### config.mk
export PLATFORM = sky130hd
export DESIGN_NAME = opb_register_bank_simulink2ppc
export DESIGN_NICKNAME = d
export VERILOG_FILES = /design/src/rtl/opb_regbank_pkg.sv /design/src/rtl/opb_slave_if.sv /design/src/rtl/opb_register_bank_simulink2ppc.sv
export SDC_FILE = /design/constraint.sdc
export NUM_CORES = 1
export LEC_CHECK = 0
export ABC_AREA = 1
export CELL_PAD_IN_SITES_DETAIL_PLACEMENT = 1
export CELL_PAD_IN_SITES_GLOBAL_PLACEMENT = 2
export CORE_MARGIN = 2
export CORE_UTILIZATION = 10
export CTS_CLUSTER_SIZE = 8
export DETAILED_ROUTE_END_ITERATION = 8
export PLACE_DENSITY_LB_ADDON = 0.15
export REMOVE_ABC_BUFFERS = 1
export SYNTH_ARGS = -nofsm -noshare
export SYNTH_HDL_FRONTEND = slang
export SYNTH_SLANG_ARGS = --single-unit
### constraint.sdc
create_clock -name OPB_Clk -period 0.99 [get_ports OPB_Clk]
set_input_delay 0.297 -clock OPB_Clk [delete_from_list [all_inputs] [get_ports OPB_Clk]]
set_output_delay 0.297 -clock OPB_Clk [all_outputs]
set_load 0.02 [all_outputs]
### src/rtl/opb_regbank_pkg.sv
// Register map, control bit positions and offset decode shared by the OPB register bank.
package opb_regbank_pkg;

    localparam int         MAX_REGS    = 16;
    localparam logic [7:0] DATA_BASE   = 8'h00;
    localparam logic [7:0] CTRL_OFS    = 8'h40;
    localparam logic [7:0] STATUS_OFS  = 8'h44;
    localparam int         CTRL_SNAP   = 0;
    localparam int         CTRL_FREEZE = 1;

    typedef enum logic [1:0] {
        SEL_NONE,
        SEL_DATA,
        SEL_CTRL,
        SEL_STATUS
    } reg_sel_e;

    // Decodes a word offset (byte offset >> 2) inside the 256-byte window.
    function automatic reg_sel_e decode_offset(input logic [5:0] word, input int num_regs);
        reg_sel_e sel;
        sel = SEL_NONE;
        if (word[5:4] == DATA_BASE[7:6] && int'(word[3:0]) < num_regs)
            sel = SEL_DATA;
        else if (word == CTRL_OFS[7:2])
            sel = SEL_CTRL;
        else if (word == STATUS_OFS[7:2])
            sel = SEL_STATUS;
        return sel;
    endfunction

endpackage

### src/rtl/opb_slave_if.sv
// OPB slave front end: window decode, one-cycle acknowledge and registered, gated read data.
module opb_slave_if
    import opb_regbank_pkg::*;
#(
    parameter logic [31:0] C_BASEADDR   = 32'hFFFF_FFFF,
    parameter logic [31:0] C_HIGHADDR   = 32'h0000_0000,
    parameter int          C_OPB_AWIDTH = 32,
    parameter int          C_OPB_DWIDTH = 32
) (
    input  logic                    clk,
    input  logic                    rst,
    input  logic [C_OPB_AWIDTH-1:0] addr,
    input  logic                    select,
    input  logic                    rnw,
    input  logic [C_OPB_DWIDTH-1:0] rd_data,
    output logic                    rd_en,
    output logic                    wr_en,
    output logic [5:0]              word_ofs,
    output logic                    xfer_ack,
    output logic [C_OPB_DWIDTH-1:0] sl_dbus
);

    logic in_window;
    logic hit;
    logic armed;

    assign in_window = (addr >= C_BASEADDR) && (addr <= C_HIGHADDR);
    assign hit       = select && in_window && armed && !xfer_ack;
    assign rd_en     = hit && rnw;
    assign wr_en     = hit && !rnw;
    assign word_ofs  = addr[7:2];

    // armed rises only after select has been seen low, so a transfer cut by reset is never acked
    always_ff @(posedge clk or posedge rst) begin
        if (rst) begin
            armed    <= 1'b0;
            xfer_ack <= 1'b0;
            sl_dbus  <= '0;
        end else begin
            if (!select)
                armed <= 1'b1;
            xfer_ack <= hit;
            sl_dbus  <= rd_en ? rd_data : '0;
        end
    end

endmodule

### src/rtl/opb_register_bank_simulink2ppc.sv
// Bank of user->PPC read registers with snapshot, freeze and sticky update flags behind one OPB slave.
module opb_register_bank_simulink2ppc
    import opb_regbank_pkg::*;
#(
    parameter logic [31:0] C_BASEADDR   = 32'hFFFF_FFFF,
    parameter logic [31:0] C_HIGHADDR   = 32'h0000_0000,
    parameter int          C_OPB_AWIDTH = 32,
    parameter int          C_OPB_DWIDTH = 32,
    parameter int          C_NUM_REGS   = 4,
    parameter int          C_REG_WIDTH  = 32,
    parameter int          C_SNAPSHOT   = 1
) (
    input  logic                              OPB_Clk,
    input  logic                              OPB_Rst,
    input  logic [0:C_OPB_AWIDTH-1]           OPB_ABus,
    input  logic [0:C_OPB_DWIDTH/8-1]         OPB_BE,
    input  logic [0:C_OPB_DWIDTH-1]           OPB_DBus,
    input  logic                              OPB_RNW,
    input  logic                              OPB_select,
    input  logic                              OPB_seqAddr,
    output logic [0:C_OPB_DWIDTH-1]           Sl_DBus,
    output logic                              Sl_xferAck,
    output logic                              Sl_errAck,
    output logic                              Sl_retry,
    output logic                              Sl_toutSup,
    input  logic [C_NUM_REGS*C_REG_WIDTH-1:0] user_data_in,
    input  logic [C_NUM_REGS-1:0]             user_valid
);

    if (C_NUM_REGS < 1 || C_NUM_REGS > MAX_REGS) begin : g_bad_num_regs
        $error("C_NUM_REGS out of range");
    end

    logic [C_OPB_AWIDTH-1:0]   addr;
    logic [C_OPB_DWIDTH-1:0]   wdata;
    logic [C_OPB_DWIDTH/8-1:0] be;
    logic [C_OPB_DWIDTH-1:0]   rd_data;
    logic [C_OPB_DWIDTH-1:0]   sl_dbus;
    logic                      rd_en;
    logic                      wr_en;
    logic [5:0]                word_ofs;
    reg_sel_e                  sel;

    logic [C_REG_WIDTH-1:0] shadow    [C_NUM_REGS];
    logic [C_REG_WIDTH-1:0] snap_bank [C_NUM_REGS];
    logic [C_REG_WIDTH-1:0] data_val;
    logic [C_NUM_REGS-1:0]  updated;
    logic [C_NUM_REGS-1:0]  load_acc;
    logic [C_NUM_REGS-1:0]  flag_clr;
    logic                   freeze;
    logic                   wr_ctrl;
    logic                   wr_status;
    logic                   snap_pulse;
    logic                   unused_bits;

    // be[0] is OPB_BE[3] and wdata[k] is OPB_DBus[31-k]: the bus is big-endian numbered
    assign addr        = OPB_ABus;
    assign wdata       = OPB_DBus;
    assign be          = OPB_BE;
    assign Sl_DBus     = sl_dbus;
    assign Sl_errAck   = 1'b0;
    assign Sl_retry    = 1'b0;
    assign Sl_toutSup  = 1'b0;
    assign unused_bits = ^{OPB_seqAddr, be, wdata};

    assign sel        = decode_offset(word_ofs, C_NUM_REGS);
    assign wr_ctrl    = wr_en && (sel == SEL_CTRL) && be[0];
    assign wr_status  = wr_en && (sel == SEL_STATUS) && be[0];
    assign snap_pulse = wr_ctrl && wdata[CTRL_SNAP];

    opb_slave_if #(
        .C_BASEADDR   (C_BASEADDR),
        .C_HIGHADDR   (C_HIGHADDR),
        .C_OPB_AWIDTH (C_OPB_AWIDTH),
        .C_OPB_DWIDTH (C_OPB_DWIDTH)
    ) u_slave_if (
        .clk      (OPB_Clk),
        .rst      (OPB_Rst),
        .addr     (addr),
        .select   (OPB_select),
        .rnw      (OPB_RNW),
        .rd_data  (rd_data),
        .rd_en    (rd_en),
        .wr_en    (wr_en),
        .word_ofs (word_ofs),
        .xfer_ack (Sl_xferAck),
        .sl_dbus  (sl_dbus)
    );

    always_ff @(posedge OPB_Clk or posedge OPB_Rst) begin
        if (OPB_Rst) begin
            freeze <= 1'b0;
            for (int i = 0; i < C_NUM_REGS; i++)
                shadow[i] <= '0;
        end else begin
            if (wr_ctrl)
                freeze <= wdata[CTRL_FREEZE];
            for (int i = 0; i < C_NUM_REGS; i++)
                if (load_acc[i])
                    shadow[i] <= user_data_in[i*C_REG_WIDTH +: C_REG_WIDTH];
        end
    end

    // Non-blocking copy: a load in the SNAP cycle reaches the shadow but not this snapshot
    always_ff @(posedge OPB_Clk or posedge OPB_Rst) begin
        if (OPB_Rst) begin
            for (int i = 0; i < C_NUM_REGS; i++)
                snap_bank[i] <= '0;
        end else if (snap_pulse) begin
            for (int i = 0; i < C_NUM_REGS; i++)
                snap_bank[i] <= shadow[i];
        end
    end

    always_comb begin
        load_acc = user_valid & {C_NUM_REGS{!freeze}};
        flag_clr = '0;
        if (wr_status)
            flag_clr = wdata[C_NUM_REGS-1:0];
        if (C_SNAPSHOT != 0 && snap_pulse)
            flag_clr = '1;
        if (C_SNAPSHOT == 0 && rd_en && sel == SEL_DATA) begin
            for (int i = 0; i < C_NUM_REGS; i++)
                if (word_ofs[3:0] == 4'(i))
                    flag_clr[i] = 1'b1;
        end
    end

    // Set is OR-ed in after the clear so a same-cycle load always wins
    always_ff @(posedge OPB_Clk or posedge OPB_Rst) begin
        if (OPB_Rst)
            updated <= '0;
        else
            updated <= (updated & ~flag_clr) | load_acc;
    end

    always_comb begin
        data_val = '0;
        for (int i = 0; i < C_NUM_REGS; i++)
            if (word_ofs[3:0] == 4'(i))
                data_val = (C_SNAPSHOT != 0) ? snap_bank[i] : shadow[i];
        rd_data = '0;
        case (sel)
            SEL_DATA:   rd_data = C_OPB_DWIDTH'(data_val);
            SEL_CTRL:   rd_data[CTRL_FREEZE] = freeze;
            SEL_STATUS: rd_data = C_OPB_DWIDTH'(updated);
            default:    rd_data = '0;
        endcase
    end

endmodule
==> summary.md, run 1 <==
| Metric | Value |
|---|---|
| Status | finished, violations left |
| Failing checks | negative setup slack |
| Count of input and output buffers | 34 |
| Tot Pwr | 2720 uW |
| RSZ-0062 raised after global routing | true |
| Post-CTS Setup Bufs | 0 |
| Initial DRC count | 3 |
| Final Critical Period | between 1000 and 1500 ps |
| Fraction of final layout cells with drive strength greater than 1 | between 30% and 40% |
| Worst Setup SP | u_slave_if.sl_dbus[13]$_DFF_PP0_ |
| Min-Delay Path Class | primary input to async pin |
| Synth Register Bits | 33 |
| Die W | 96.5 um |
| Crit-path cells | buf_6 |
| Commonest non-fill, non-tap cells in the layout | 36 x conb_1, 33 x buf_6, 33 x dfrtp_1, 5 x clkbuf_8, 2 x clkinv_2 |
| Fin crit share | 110% |
| # setup viols final | 33 |
| Final setup TNS | -2860 ps |
| Setup CP Type | flop to primary output |
| IR drop worst, VDD | 413 uV |
| Drt wl/cell | a little over 7 um |
| Initial antenna violation count | 0 |
| Fmax | approximately 920 MHz |
| Final hold violation count | 0 |
| WP data required | roughly 690 ps |
| Sequential-to-total area share from yosys stat | 96.5% |
| Max Cap Viol | 0 |
| Worst Path Max Fanout | 1 |
| Vias per cell | approximately 2.2 |
| WL final | ~1.6 mm |
| Die Area | about 9300 um2 |
| Power density over the cells | between 1500 and 2000 nW/um2 |
| Total grt overflow | 0 |
| Vias in the first global route | between 500 and 600 |
| Commonest non-fill, non-tap cell in the layout | conb_1 |
| Area leader, netlist | dfrtp_1 |
| RD Place Congestion | approximately 0.52 |
| Global-route wire length before repair | around 2.4 mm |
| Worst Slack Setup Final | -96.3 ps |
| Critical Path AT | roughly 790 ps |
| CTS tree | done |
| Initial Util | 10.4% |
| Worst setup SP type | flop |
| Largest stage delay, worst path | roughly 380 ps |
| CTS max path bufs | 2 |
| DRC | 0 |
| Cell area after synthesis | 856 um2 |
| # nets final | 317 |
| H-tree depth | 2 |
| DR vias | 484 |
| ANT cells | 0 |
| Core area | between 8000 and 9000 um2 |
| Worst path slowest cell | dfrtp_1 |
| DP Cell Count | 210 |
| Synth area leaders | dfrtp_1 96%, buf_4 2.6%, conb_1 0.44% |
| Post-DP HPWL | about 1.0 mm |
| CP Capture Type | primary output |
| Leakage | ~0.00076 uW |
| YS warnings | 0 |
| Largest net degree at the start of global routing | 34 |
| IO Pins | 241 |
| Distinct cells, synth | 4 |
| Final non-filler cell total | 218 |
| Num rows | 33 |
| Clock root buffer | clkbuf_8 |
| Mapped Cells | 38 |
| Post-Synthesis Mean Instance Area | 22.5 um2 |
| Die Ht | approximately 97 um |
| Clock transition at path regs | ~70 ps |
| Remaining antenna violation count | 0 |
| Total GRT Usage | approximately 4% |
| Num CTS Buffers | 5 |
| Area delta synth->final | 84.6% |
| Final Max Slew Viols | 0 |
| Post-synth top area share | a little over nine tenths |
| CP delay by family, top | flip-flops |
| Clock sink count | 33 |
| Filler cells | about 930 |
| Worst path bufs/invs | 1 |
| First-pass detailed-route iteration total | 3 |
==> cells in the mapped netlist <==
cell and n:
dfrtp_1 33, buf_4 3, conb_1 1, inv_1 1
==> per-stage QoR <==
step	instance area (um2)	setup WS (ps)	util (%)	hold WS, ps
floorplan	965	-26.2	-	426
global placement	1460	-217	17.6	665
detailed placement	1460	-228	17.6	669
CTS	1580	-124	19.1	369
global route	1580	-151	19.1	392
finish	1580	-96.3	19.1	368
==> registers in the layout, indices dropped and copies added, names as in the netlist <==
name,flops
u_slave_if.sl_dbus,32
u_slave_if.xfer_ack,1
==> metal layers <==
layer | vias to the layer above | part of all wire, % | GRT usage [%]
met5 | - | 0 | 0
met4 | 0 | 4.9 | 4.23
met3 | 6 | 11 | 2.17
met2 | 29 | 49 | 5.50
met1 | 229 | 35 | 3.94
li1 | 220 | - | -
==> area by class of cell <==
type / instances / area [um2] / area share [%]
Clock buffer: 6 / 72.6 / 4.59
Multi-Input combinational cell: 36 / 135 / 8.55
Tap cell: 105 / 131 / 8.31
Timing Repair Buffer: 35 / 402 / 25.4
Clock inverter: 2 / 10.0 / 0.633
Inverter: 1 / 3.75 / 0.238
Sequential cell: 33 / 826 / 52.3
==> path summary, 6_finish.rpt <==
kind / to / depth (start not counted) / slack, ps
min: u_slave_if.sl_dbus[5]$_DFF_PP0_ / 3 / 370
max: Sl_DBus[18] / 1 / -100
max in group asynchronous: u_slave_if.sl_dbus[18]$_DFF_PP0_ / 3 / 450
min in group OPB_Clk: Sl_DBus[7] / 1 / 1020
==> cell families after synthesis <==
logic type | count (synthesis) | synth area share (%)
flip-flops | 33 | 96.5
other | 1 | 0.438
buffers and inverters | 4 | 3.07
==> power by group <==
part | internal [uW] | switching, uW | leakage, uW
registers | 1420 | 31.0 | 0.000385
logic | 139 | 165 | 0.000335
clock network | 487 | 476 | 0.0000450
total | 2040 | 672 | 0.000764
==> timing repair <==
item                                    4_1_cts  5_1_grt
hold buffers                                  0        0
gates resized for setup                     198        0
endpoints found under the setup margin       33       33
pin swaps                                     0        0
No activity file was read; power rests on OpenSTA's default activity.
==> inputs of run 2 (changes only) <==
--- a/config.mk
+++ b/config.mk
@@ -10,7 +10,7 @@
 export CELL_PAD_IN_SITES_GLOBAL_PLACEMENT = 2
 export CORE_MARGIN = 2
 export CORE_UTILIZATION = 10
-export CTS_CLUSTER_SIZE = 8
+export CTS_CLUSTER_SIZE = 10
 export DETAILED_ROUTE_END_ITERATION = 8
 export PLACE_DENSITY_LB_ADDON = 0.15
 export REMOVE_ABC_BUFFERS = 1
==> results of run 2 <==
Final layout, timing and power as in run 1 (identical DEF).
